`config.mk`:
```
export PLATFORM = sky130hd
export DESIGN_NAME = belt_sequencer_flat
export DESIGN_NICKNAME = d
export VERILOG_FILES = /design/src/rtl/belt_pkg.sv /design/src/rtl/belt_sequencer_if.sv /design/src/rtl/btn_debounce.sv /design/src/rtl/belt_sequencer.sv /design/src/flat_wrapper.sv
export SDC_FILE = /design/constraint.sdc
export NUM_CORES = 1
export LEC_CHECK = 0
export ABC_AREA = 1
export BUFFER_PORTS_ARGS = -buffer_cell sky130_fd_sc_hd__buf_2
export CAP_MARGIN = 20
export CORE_AREA = 3 3 130 132
export DETAILED_ROUTE_END_ITERATION = 6
export DIE_AREA = 0 0 133 135
export GPL_ROUTABILITY_DRIVEN = 0
export GPL_TIMING_DRIVEN = 1
export PLACE_DENSITY_LB_ADDON = 0.08
export SYNTH_ARGS = -nofsm -noshare
export SYNTH_HDL_FRONTEND = slang
export SYNTH_SLANG_ARGS = --single-unit
```
`constraint.sdc`:
```
create_clock -name clk -period 3.5 [get_ports clk]
set_input_delay 0.35 -clock clk [delete_from_list [all_inputs] [get_ports clk]]
set_output_delay 0.35 -clock clk [all_outputs]
set_load 0.01 [all_outputs]
```
`src/rtl/belt_pkg.sv`:
```
// rtl/belt_pkg.sv - state encoding and 50 MHz default timing for the belt sequencer
package belt_pkg;

  // State codes are shown on the LEDs/7-seg, so the numeric values are fixed.
  typedef enum logic [2:0] {
    ST_IDLE   = 3'd0,
    ST_RUN    = 3'd1,
    ST_SETTLE = 3'd2,
    ST_HOLD   = 3'd3,
    ST_FAULT  = 3'd4
  } state_e;

  localparam int DEF_DEBOUNCE_CYC = 500_000;      // 10 ms at 50 MHz
  localparam int DEF_SETTLE_CYC   = 25_000_000;   // 0.5 s at 50 MHz
  localparam int DEF_TIMEOUT_CYC  = 250_000_000;  // 5 s at 50 MHz
  localparam int DEF_CNT_W        = 28;

  // The item counter sticks at all-ones rather than wrapping.
  function automatic logic [15:0] sat_inc16(input logic [15:0] v);
    return (v == 16'hFFFF) ? v : v + 16'd1;
  endfunction

endpackage

```
`src/rtl/belt_sequencer_if.sv`:
```
// rtl/belt_sequencer_if.sv - button/sensor/sorter inputs and motor/status outputs of the belt sequencer
interface belt_sequencer_if;
  logic        start_btn;
  logic        stop_btn;
  logic        obj_sensor;
  logic        sort_done;
  logic        on_belt;
  logic        off_belt;
  logic        sort_req;
  logic        fault;
  logic [2:0]  state;
  logic [15:0] obj_count;

  // The sequencer side: consumes raw inputs, drives motor and status lines.
  modport master (
    input  start_btn, stop_btn, obj_sensor, sort_done,
    output on_belt, off_belt, sort_req, fault, state, obj_count
  );

  // The environment side: buttons, sensor, sorter and the motor driver.
  modport slave (
    output start_btn, stop_btn, obj_sensor, sort_done,
    input  on_belt, off_belt, sort_req, fault, state, obj_count
  );
endinterface

```
`src/rtl/btn_debounce.sv`:
```
// rtl/btn_debounce.sv - 2-flop synchroniser, level debouncer and rising-edge event pulse
module btn_debounce
  import belt_pkg::*;
#(
  parameter int DEBOUNCE_CYC = DEF_DEBOUNCE_CYC,
  parameter int CNT_W        = DEF_CNT_W
) (
  input  logic clk,
  input  logic rst_n,
  input  logic din,
  output logic rise
);

  logic             sync1;
  logic             sync2;
  logic             level;
  logic [CNT_W-1:0] cnt;
  logic             stable_done;

  // Counter reaching its last value means the new level has been seen DEBOUNCE_CYC times in a row.
  assign stable_done = (cnt == CNT_W'(DEBOUNCE_CYC - 1));

  // Bring the asynchronous raw input into the clock domain.
  always_ff @(posedge clk or negedge rst_n) begin
    if (!rst_n) begin
      sync1 <= 1'b0;
      sync2 <= 1'b0;
    end else begin
      sync1 <= din;
      sync2 <= sync1;
    end
  end

  // Any sample equal to the accepted level restarts the stability count.
  always_ff @(posedge clk or negedge rst_n) begin
    if (!rst_n) begin
      level <= 1'b0;
      cnt   <= '0;
    end else if (sync2 == level) begin
      cnt <= '0;
    end else if (stable_done) begin
      level <= sync2;
      cnt   <= '0;
    end else begin
      cnt <= cnt + CNT_W'(1);
    end
  end

  // One-cycle event in the same cycle the accepted level goes high.
  always_ff @(posedge clk or negedge rst_n) begin
    if (!rst_n) rise <= 1'b0;
    else        rise <= sync2 & ~level & stable_done;
  end

endmodule

```
`src/rtl/belt_sequencer.sv`:
```
// rtl/belt_sequencer.sv - conveyor sequencer FSM; optional HOLD watchdog under SORT_TIMEOUT_EN
module belt_sequencer
  import belt_pkg::*;
#(
  parameter int DEBOUNCE_CYC = DEF_DEBOUNCE_CYC,
  parameter int SETTLE_CYC   = DEF_SETTLE_CYC,
  parameter int TIMEOUT_CYC  = DEF_TIMEOUT_CYC,
  parameter int CNT_W        = DEF_CNT_W
) (
  input  logic             clk,
  input  logic             rst_n,
  belt_sequencer_if.master bus
);

  logic             start_ev, stop_ev, obj_ev;
  state_e           state_q, state_n;
  logic [CNT_W-1:0] cnt_q, cnt_n;
  logic [15:0]      obj_count_q, obj_count_n;
  logic             on_belt_q, off_belt_q, sort_req_q;
  logic             settle_done, hold_limit;

  btn_debounce #(.DEBOUNCE_CYC(DEBOUNCE_CYC), .CNT_W(CNT_W)) u_start_db (
    .clk(clk), .rst_n(rst_n), .din(bus.start_btn), .rise(start_ev));
  btn_debounce #(.DEBOUNCE_CYC(DEBOUNCE_CYC), .CNT_W(CNT_W)) u_stop_db (
    .clk(clk), .rst_n(rst_n), .din(bus.stop_btn), .rise(stop_ev));
  btn_debounce #(.DEBOUNCE_CYC(DEBOUNCE_CYC), .CNT_W(CNT_W)) u_obj_db (
    .clk(clk), .rst_n(rst_n), .din(bus.obj_sensor), .rise(obj_ev));

  assign settle_done = (cnt_q == CNT_W'(SETTLE_CYC - 1));
  // Also stops the counter in HOLD so it cannot wrap while waiting indefinitely.
  assign hold_limit  = (state_q == ST_HOLD) && (cnt_q == CNT_W'(TIMEOUT_CYC - 1));

  // Next state, counter and item count; stop_ev wins over everything.
  always_comb begin
    state_n     = state_q;
    obj_count_n = obj_count_q;
    case (state_q)
      ST_IDLE:   if (!stop_ev && start_ev) state_n = ST_RUN;
      ST_RUN:    if (stop_ev) state_n = ST_IDLE;
                 else if (obj_ev) state_n = ST_SETTLE;
      ST_SETTLE: if (stop_ev) state_n = ST_IDLE;
                 else if (settle_done) state_n = ST_HOLD;
      ST_HOLD: begin
        if (stop_ev) begin
          state_n = ST_IDLE;
        end else if (bus.sort_done) begin
          state_n     = ST_RUN;
          obj_count_n = sat_inc16(obj_count_q);
        end
`ifdef SORT_TIMEOUT_EN
        else if (hold_limit) begin
          state_n = ST_FAULT;
        end
`endif
      end
      ST_FAULT:  if (stop_ev) state_n = ST_IDLE;
      default:   state_n = ST_IDLE;
    endcase

    if (state_n != state_q)
      cnt_n = '0;
    else if (state_q == ST_SETTLE || (state_q == ST_HOLD && !hold_limit))
      cnt_n = cnt_q + CNT_W'(1);
    else
      cnt_n = cnt_q;
  end

  // State, counter and outputs all register together so outputs track the new state.
  always_ff @(posedge clk or negedge rst_n) begin
    if (!rst_n) begin
      state_q     <= ST_IDLE;
      cnt_q       <= '0;
      obj_count_q <= '0;
      on_belt_q   <= 1'b0;
      off_belt_q  <= 1'b1;
      sort_req_q  <= 1'b0;
    end else begin
      state_q     <= state_n;
      cnt_q       <= cnt_n;
      obj_count_q <= obj_count_n;
      on_belt_q   <= (state_n == ST_RUN) && (state_q != ST_RUN);
      off_belt_q  <= !((state_n == ST_RUN) || (state_n == ST_SETTLE));
      sort_req_q  <= (state_n == ST_HOLD);
    end
  end

`ifdef SORT_TIMEOUT_EN
  logic fault_q;

  // Fault level follows entry into and exit from FAULT.
  always_ff @(posedge clk or negedge rst_n) begin
    if (!rst_n) fault_q <= 1'b0;
    else        fault_q <= (state_n == ST_FAULT);
  end

  assign bus.fault = fault_q;
`else
  assign bus.fault = 1'b0;
`endif

  assign bus.on_belt   = on_belt_q;
  assign bus.off_belt  = off_belt_q;
  assign bus.sort_req  = sort_req_q;
  assign bus.state     = state_q;
  assign bus.obj_count = obj_count_q;

endmodule

```
`src/flat_wrapper.sv`:
```
// flat-port wrapper written by rule: the top's interface ports become plain ports
module belt_sequencer_flat import belt_pkg::*;
#(
  parameter int DEBOUNCE_CYC = DEF_DEBOUNCE_CYC,
  parameter int SETTLE_CYC   = DEF_SETTLE_CYC,
  parameter int TIMEOUT_CYC  = DEF_TIMEOUT_CYC,
  parameter int CNT_W        = DEF_CNT_W
)
  (clk, rst_n, bus_start_btn, bus_stop_btn, bus_obj_sensor, bus_sort_done, bus_on_belt, bus_off_belt, bus_sort_req, bus_fault, bus_state, bus_obj_count);
  belt_sequencer_if bus_i ();
  input  logic clk;
  input  logic rst_n;
  input wire logic [$bits(bus_i.start_btn)-1:0] bus_start_btn;
  input wire logic [$bits(bus_i.stop_btn)-1:0] bus_stop_btn;
  input wire logic [$bits(bus_i.obj_sensor)-1:0] bus_obj_sensor;
  input wire logic [$bits(bus_i.sort_done)-1:0] bus_sort_done;
  output wire logic [$bits(bus_i.on_belt)-1:0] bus_on_belt;
  output wire logic [$bits(bus_i.off_belt)-1:0] bus_off_belt;
  output wire logic [$bits(bus_i.sort_req)-1:0] bus_sort_req;
  output wire logic [$bits(bus_i.fault)-1:0] bus_fault;
  output wire logic [$bits(bus_i.state)-1:0] bus_state;
  output wire logic [$bits(bus_i.obj_count)-1:0] bus_obj_count;
  assign bus_i.start_btn = bus_start_btn;
  assign bus_i.stop_btn = bus_stop_btn;
  assign bus_i.obj_sensor = bus_obj_sensor;
  assign bus_i.sort_done = bus_sort_done;
  assign bus_on_belt = bus_i.on_belt;
  assign bus_off_belt = bus_i.off_belt;
  assign bus_sort_req = bus_i.sort_req;
  assign bus_fault = bus_i.fault;
  assign bus_state = bus_i.state;
  assign bus_obj_count = bus_i.obj_count;
  belt_sequencer #(.DEBOUNCE_CYC(DEBOUNCE_CYC), .SETTLE_CYC(SETTLE_CYC), .TIMEOUT_CYC(TIMEOUT_CYC), .CNT_W(CNT_W)) u_core (.clk(clk), .rst_n(rst_n), .bus(bus_i));
endmodule
```
## Word level (Yosys, flattened, before mapping)

Index checks and enable logic that the tools add are counted.

- Add/sub/neg operators: 5
- Equal/unequal tests: 18
- Multiplexer cells: 17
- Bitwise logic cells: 14
- Reductions and logical operators: 15

Operator list:

| cell | number |
|---|---|
| 28-bit 2-to-1 mux | 8 |
| 28-bit by 1-bit adder with 28-bit output, second input constant | 4 |
| 28-bit by 19-bit == test with 1-bit output, second input constant | 3 |
| 28-bit by 25-bit == test with 1-bit output, second input constant | 1 |
| 28-bit == test, second input constant | 1 |
| 3-bit 2-to-1 mux | 8 |
| 16-bit by 1-bit adder with 16-bit output, second input constant | 1 |
| 16-bit == test, second input constant | 1 |
| 3-bit case mux with 5 select lines | 1 |
| 3-bit by 2-bit == test with 1-bit output, second input constant | 4 |
| 1-bit inverter | 8 |
| 1-bit bitwise AND | 6 |
| 3-bit by 1-bit == test with 1-bit output, second input constant | 2 |
| 2-bit AND reduction | 3 |
| 1-bit logical AND | 4 |
| 4-bit AND reduction | 1 |
| 1-bit == test | 3 |
| 3-bit == test, second input constant | 1 |
| 1-bit logical NOT | 3 |
| 3-bit logical NOT | 1 |
| 3-bit by 1-bit inequality test with 1-bit output, second input constant | 1 |
| 3-bit inequality test | 1 |
| 1-bit logical OR | 2 |
| 2-bit nonzero test | 1 |

- Register bits: 146
- Input bits: 6
- Output and inout port bits: 23
- Logic and storage cells: 90

## Logic depth before layout (Yosys ltp)

- Word-level depth: 7
- Depth in mapped cells: 14
- Gate-level depth less buffers: 13

## By module

Synthesis repeated with hierarchy kept, for this count alone.

- Cells, all modules: 1260
- Area, all modules: 9085.0 um^2

By module, submodules not included:

| module | times used | cells each | area each (um^2) | seq. area each (um^2) |
|---|---|---|---|---|
| btn_debounce | 3 | 271 | 1970.6 | 800.8 |
| belt_sequencer | 1 | 447 | 3173.0 | 1252.5 |

## Least setup slack after synthesis

Ideal clock, no wire load.

- Path kind: register to register
- Start point: register u_core.cnt_q[0]
- End point: register u_core.cnt_q[26]
- Setup time: 0.119 ns
- Data arrival time: 1.664 ns
- Data required time: 3.381 ns
- Setup slack: 1.718 ns
- Cell stages (with the launch flop): 13
- Buffers on the path: 1
- Clock period less this slack: 1.782 ns
- Cells stage by stage: dfrtp_1 > ha_1 > nand2_1 > nor2_1 > nand2_1 > nor2_1 > nand2_1 > nand2_2 > inv_1 > buf_2 > nand3_1 > xor2_1 > nor2_2

- Word-level cells in the longest chain between the ends: 6
- Elaborated cells on any way between the ends: 14
- Those cells by class: add/sub (1); eq/ne (3); mux (5); reduce/logical (5)

RTL lines:

| element | line | source |
|---|---|---|
| start: declaration | belt_sequencer.sv:17 | `logic [CNT_W-1:0] cnt_q, cnt_n;` |
| start signal: assignment | belt_sequencer.sv:79 | `cnt_q <= cnt_n;` |
| 28-bit by 25-bit == test with 1-bit output or 28-bit == test (tied branches) | belt_sequencer.sv:29, belt_sequencer.sv:31 |  |
| 3-bit 2-to-1 mux or 1-bit logical AND (tied branches) | belt_sequencer.sv:42, belt_sequencer.sv:31 |  |
| 3-bit 2-to-1 mux or 1-bit logical NOT (tied branches) | belt_sequencer.sv:41, belt_sequencer.sv:62 |  |
| 3-bit case mux with 5 select lines or 1-bit logical AND (tied branches) | belt_sequencer.sv:37, belt_sequencer.sv:62 |  |
| 3-bit inequality test or 1-bit logical OR (tied branches) | belt_sequencer.sv:60, belt_sequencer.sv:62 |  |
| 28-bit 2-to-1 mux or 2-bit nonzero test (tied branches) | -- |  |

Parallel ways exist; a longest one is shown, timed or not. The select of a mux whose other input is x is not followed.
A chain may end at the register's enable or synchronous reset.

## Final worst setup path

- Start point: register u_core.u_start_db.cnt[0]
- End point: register u_core.u_start_db.cnt[20]

- Word-level cells in the longest chain between the ends: 3
- Elaborated cells on any way between the ends: 4
- Those cells by class: add/sub (1); eq/ne (1); mux (2)

RTL lines:

| element | line | source |
|---|---|---|
| start: declaration | btn_debounce.sv:17 | `logic [CNT_W-1:0] cnt;` |
| start signal: assignment | btn_debounce.sv:45 | `cnt <= cnt + CNT_W'(1);` |
| 28-bit by 1-bit adder with 28-bit output or 28-bit by 19-bit == test with 1-bit output (tied branches) | btn_debounce.sv:45, btn_debounce.sv:21 |  |
| 28-bit 2-to-1 mux * | btn_debounce.sv:41 | `end else if (stable_done) begin` |
| 28-bit 2-to-1 mux * | btn_debounce.sv:39 | `end else if (sync2 == level) begin` |

Every way passes the cells marked *; elsewhere a longest branch is shown, timed or not.

==> metrics.txt <==
# TYPE chip_impl_metric gauge
chip_impl_metric{name="h-tree-depth",unit=""} 4
chip_impl_info{name="synth_top_family_by_area",value="simple AND/OR/NAND/NOR gates"} 1
chip_impl_metric{name="clock_network_power_share",unit=""} 0.513
chip_impl_metric{name="tritoncts.num_buffers",unit=""} 17
chip_impl_metric{name="final.setup.tns",unit="ns"} 0
chip_impl_metric{name="syn-instance-count",unit=""} 984
chip_impl_metric{name="ir_drop",unit="mV"} 0.362
chip_impl_metric{name="floorplan.die.height",unit="um"} 135
chip_impl_metric{name="cts-resized-gates",unit=""} 0
chip_impl_metric{name="clock_sink_count",unit=""} 146
chip_impl_metric{name="num_vias",unit=""} 6364
chip_impl_metric{name="floorplan.initialDensity",unit=""} 0.489
chip_impl_metric{name="dr.pass1.iters",unit=""} 5
chip_impl_metric{name="yosys.area_share.xor_xnor",unit=""} 0.0645
chip_impl_metric{name="power.static_leakage",unit="nW"} 3.86
chip_impl_metric{name="synth_warnings",unit=""} 0
chip_impl_metric{name="io-pin-count",unit=""} 29
chip_impl_metric{name="internal_power",unit="mW"} 2.88
chip_impl_info{name="synth-main-ff-cell",value="dfrtp_1"} 1
chip_impl_metric{name="grt_start_max_net_pins",unit=""} 88
chip_impl_metric{name="timing.final.max_slew_violations",unit=""} 0
chip_impl_metric{name="synth_cell_type_count",unit=""} 39
chip_impl_metric{name="min_period",unit="ns"} 2.24
chip_impl_metric{name="tightestPinTransition",unit="ns"} 0.815
chip_impl_info{name="final_common_cell",value="nand2_1"} 1
chip_impl_metric{name="layout-area-overhead-vs-synth",unit="%"} 12.7
chip_impl_metric{name="die_ar",unit="sq um"} 18000
chip_impl_metric{name="asyncSetResetFlopFracSynth",unit=""} 1.00
chip_impl_metric{name="critical_path.max_fanout",unit=""} 11
chip_impl_metric{name="syn_area_cell",unit="sq um"} 7.87
chip_impl_metric{name="placement_rows",unit=""} 46
chip_impl_metric{name="synth_seq_cells",unit=""} 146
chip_impl_metric{name="powerDensity",unit="nW/um^2"} 421
chip_impl_metric{name="n_antenna_cell",unit=""} 0
chip_impl_metric{name="fmaxAchievable",unit="MHz"} 447
chip_impl_info{name="violations",value="negative hold slack"} 1
chip_impl_metric{name="final_layout_size_suffix_gt1_frac",unit=""} 0.0861
chip_impl_metric{name="m1WireLength",unit="mm"} 8.06
chip_impl_info{name="tritoncts",value="yes"} 1
chip_impl_metric{name="core_area",unit="sq um"} 15800
chip_impl_metric{name="global_route_wire_length_before_repair",unit="mm"} 29.6
chip_impl_metric{name="synth_seq_area_share",unit=""} 0.472
chip_impl_metric{name="comb_power_share",unit=""} 0.022
chip_impl_metric{name="placement.io_buffers",unit=""} 27
chip_impl_metric{name="power.share.sequential",unit=""} 0.465
chip_impl_info{name="cp_startpoint_kind",value="register"} 1
chip_impl_metric{name="max_slew_margin",unit=""} 0.457
chip_impl_metric{name="globalRoute.totalOverflow",unit=""} 0
chip_impl_metric{name="post_synth_fa_ha_maj_area_fraction",unit=""} 0.0129
chip_impl_metric{name="wire_length_per_cell",unit="um"} 13.4
chip_impl_metric{name="routed-wl-met2",unit="mm"} 7.85
chip_impl_metric{name="timing.critical_path.required",unit="ns"} 3.80
chip_impl_metric{name="worstPathArrival",unit="ns"} 2.54
chip_impl_metric{name="design.final.nets",unit=""} 1035
chip_impl_metric{name="totalWireLength",unit="mm"} 16.7
chip_impl_metric{name="number_of_enable_type_register_cells_in_the_synthesized_netlist",unit=""} 0
chip_impl_info{name="tightest_hold_check_type",value="input port to async pin"} 1
chip_impl_metric{name="drv_cap",unit=""} 0
chip_impl_metric{name="first_iter_violations",unit=""} 338
chip_impl_metric{name="net-switching-power",unit="uW"} 790
chip_impl_info{name="clock_tree.root_cell",value="clkbuf_16"} 1
chip_impl_metric{name="groute.usage.overall",unit=""} 0.200
chip_impl_metric{name="syn-cell-area",unit="sq um"} 7740
chip_impl_metric{name="post_cts_buffers",unit=""} 0
chip_impl_metric{name="first_global_vias",unit=""} 6332
chip_impl_metric{name="met3RoutedLength",unit="um"} 642
chip_impl_metric{name="clkLatencyLatePin",unit="ns"} 0.43
chip_impl_metric{name="synth-compound-area-share",unit=""} 0.0629
chip_impl_info{name="critPathCaptureType",value="register"} 1
chip_impl_metric{name="total_power",unit="mW"} 3.67
chip_impl_metric{name="clkTransAtPathRegs",unit="ns"} 0.06
chip_impl_metric{name="floorplan.die.width",unit="um"} 133
chip_impl_info{name="final_cell_mix",value="nand2_1, nor2_1, dfrtp_1, inv_1, nand3_1"} 1
chip_impl_metric{name="finalSetupViolations",unit=""} 0
chip_impl_metric{name="ant_nets",unit=""} 0
chip_impl_metric{name="drc",unit=""} 0
chip_impl_info{name="worstSetupPathType",value="register to register"} 1
chip_impl_metric{name="sw_frac_of_total",unit=""} 0.215
chip_impl_metric{name="cts-root-to-sink-buffers",unit=""} 2
chip_impl_info{name="route.top_layer_used",value="met4"} 1
chip_impl_metric{name="hold_slack",unit="ns"} -0.0254
chip_impl_metric{name="finClkSkew",unit="ns"} 0.00749
chip_impl_metric{name="final_hold_viols",unit=""} 14
chip_impl_metric{name="final.period_utilization",unit=""} 0.639
chip_impl_metric{name="synthesis.nets",unit=""} 998
chip_impl_info{name="rsz0062_at_grt",value="false"} 1
chip_impl_metric{name="antenna_violations_before_repair",unit=""} 0
chip_impl_metric{name="viasPerCell",unit=""} 5.09
chip_impl_metric{name="post_cts_hold_buffer_count",unit=""} 0
chip_impl_info{name="outcome",value="finished, violations left"} 1
chip_impl_metric{name="yosys-mux-area-fraction",unit=""} 0
chip_impl_metric{name="dpl.hpwl",unit="mm"} 12.1
chip_impl_metric{name="synth-simple-area-share",unit=""} 0.321
final timing paths:
check	startpoint	to	slack [ns]	cells after the start
hold reg to reg	u_core.u_start_db.sync1	u_core.u_start_db.sync2	0.35	0
setup reg to reg	u_core.u_start_db.cnt[0]	u_core.u_start_db.cnt[20]	1.26	10
min in group clk	bus_obj_sensor	u_core.u_obj_db.sync1	0.02	1
setup / recovery	u_core.u_start_db.cnt[0]	u_core.u_start_db.cnt[20]	1.26	10
max in group asynchronous	rst_n	u_core.bus.off_belt	2.72	2
hold / removal	rst_n	u_core.cnt_q[21]	-0.03	1
registers in the layout, indices dropped and copies added (netlist names), 3 cells and up:
signal,cells
u_core.bus.obj_count,16
u_core.bus.state,3
u_core.cnt_q,28
u_core.u_obj_db.cnt,28
u_core.u_start_db.cnt,28
u_core.u_stop_db.cnt,28
power by group through the flow:
stage / sequential [mW] / combinational (mW) / clock (mW)
6_report: 1.71 / 0.0792 / 1.89
2_1_floorplan: 1.74 / 0.0327 / 0
5_1_grt: 1.71 / 0.0959 / 2.00
4_1_cts: 1.71 / 0.0845 / 1.93
3_3_place_gp: 1.74 / 0.0841 / 0
3_5_place_dp: 1.74 / 0.0842 / 0
synthesized netlist by cell type, types with 2 or more instances:
master | count | area, sq um
a31oi_1 | 3 | 18.8
a211oi_1 | 2 | 15.0
o21ai_1 | 2 | 10.0
xnor2_1 | 12 | 105
nor2_2 | 13 | 81.3
and3_1 | 2 | 12.5
inv_2 | 3 | 11.3
nand2_1 | 177 | 664
nand4_1 | 45 | 282
nor2_1 | 172 | 646
xor2_1 | 45 | 394
clkbuf_1 | 4 | 15.0
nand3_1 | 49 | 245
buf_2 | 3 | 15.0
nor3_1 | 48 | 240
nand3b_1 | 3 | 22.5
a21oi_1 | 41 | 205
or2_2 | 6 | 37.5
o21a_1 | 4 | 30.0
o21ai_0 | 32 | 160
dfrtp_1 | 145 | 3630
inv_1 | 118 | 443
nand2_2 | 5 | 31.3
nor3b_1 | 8 | 60.1
buf_6 | 2 | 22.5
nor4_1 | 20 | 125
ha_1 | 8 | 100
metal layers:
| layer | vias up | track usage |
|---|---|---|
| met1 | 2951 | 0.269 |
| met4 | 0 | 0.0560 |
| met2 | 99 | 0.326 |
| met5 | - | 0 |
| li1 | 3296 | - |
| met3 | 18 | 0.0469 |
critical path, stage by stage (launching register included):
cell	delay, ns
dfrtp_1	0.38
ha_1	0.24
nand2_1	0.09
nor2_1	0.16
nand2_1	0.11
nor3_1	0.14
nand4_1	0.18
nand2_1	0.39
inv_1	0.24
o21ai_0	0.13
a21oi_1	0.06
through the flow:
stage                     cell area [sq um]  hold WS (ns)   util  setup slack [ns]  cells
final                                  8730       -0.0254  0.551              1.26   1250
after floorplan                        7740        0.0544      -              1.72    984
after CTS                              8730       0.00940  0.551              1.22   1250
after global placement                 8110         0.333  0.513              1.31   1218
after global routing                   8730       0.00482  0.551             0.954   1250
after detailed placement               8110         0.336  0.513              1.24   1218
cells by family (layout without fill, tap and decap cells):
| group | Yosys count | count (layout) |
|---|---|---|
| flip-flops | 146 | 146 |
| AND/OR/NAND/NOR | 551 | 551 |
| buffers and inverters | 131 | 181 |
| adder cells (fa/ha/maj) | 8 | 8 |
| XOR/XNOR | 57 | 57 |
| other | 1 | 1 |
| AO/OA/AOI/OAI | 90 | 90 |
area by class of cell:
class,instances,area [sq um]
well taps,216,270
flip-flops and latches,146,3650
multi-input cells,707,3570
clock inverters,11,154
clock buffers,21,460
inverters,121,454
fillers,1500,7100
repair buffers,28,161
No activity file was read; power rests on OpenSTA's default activity.
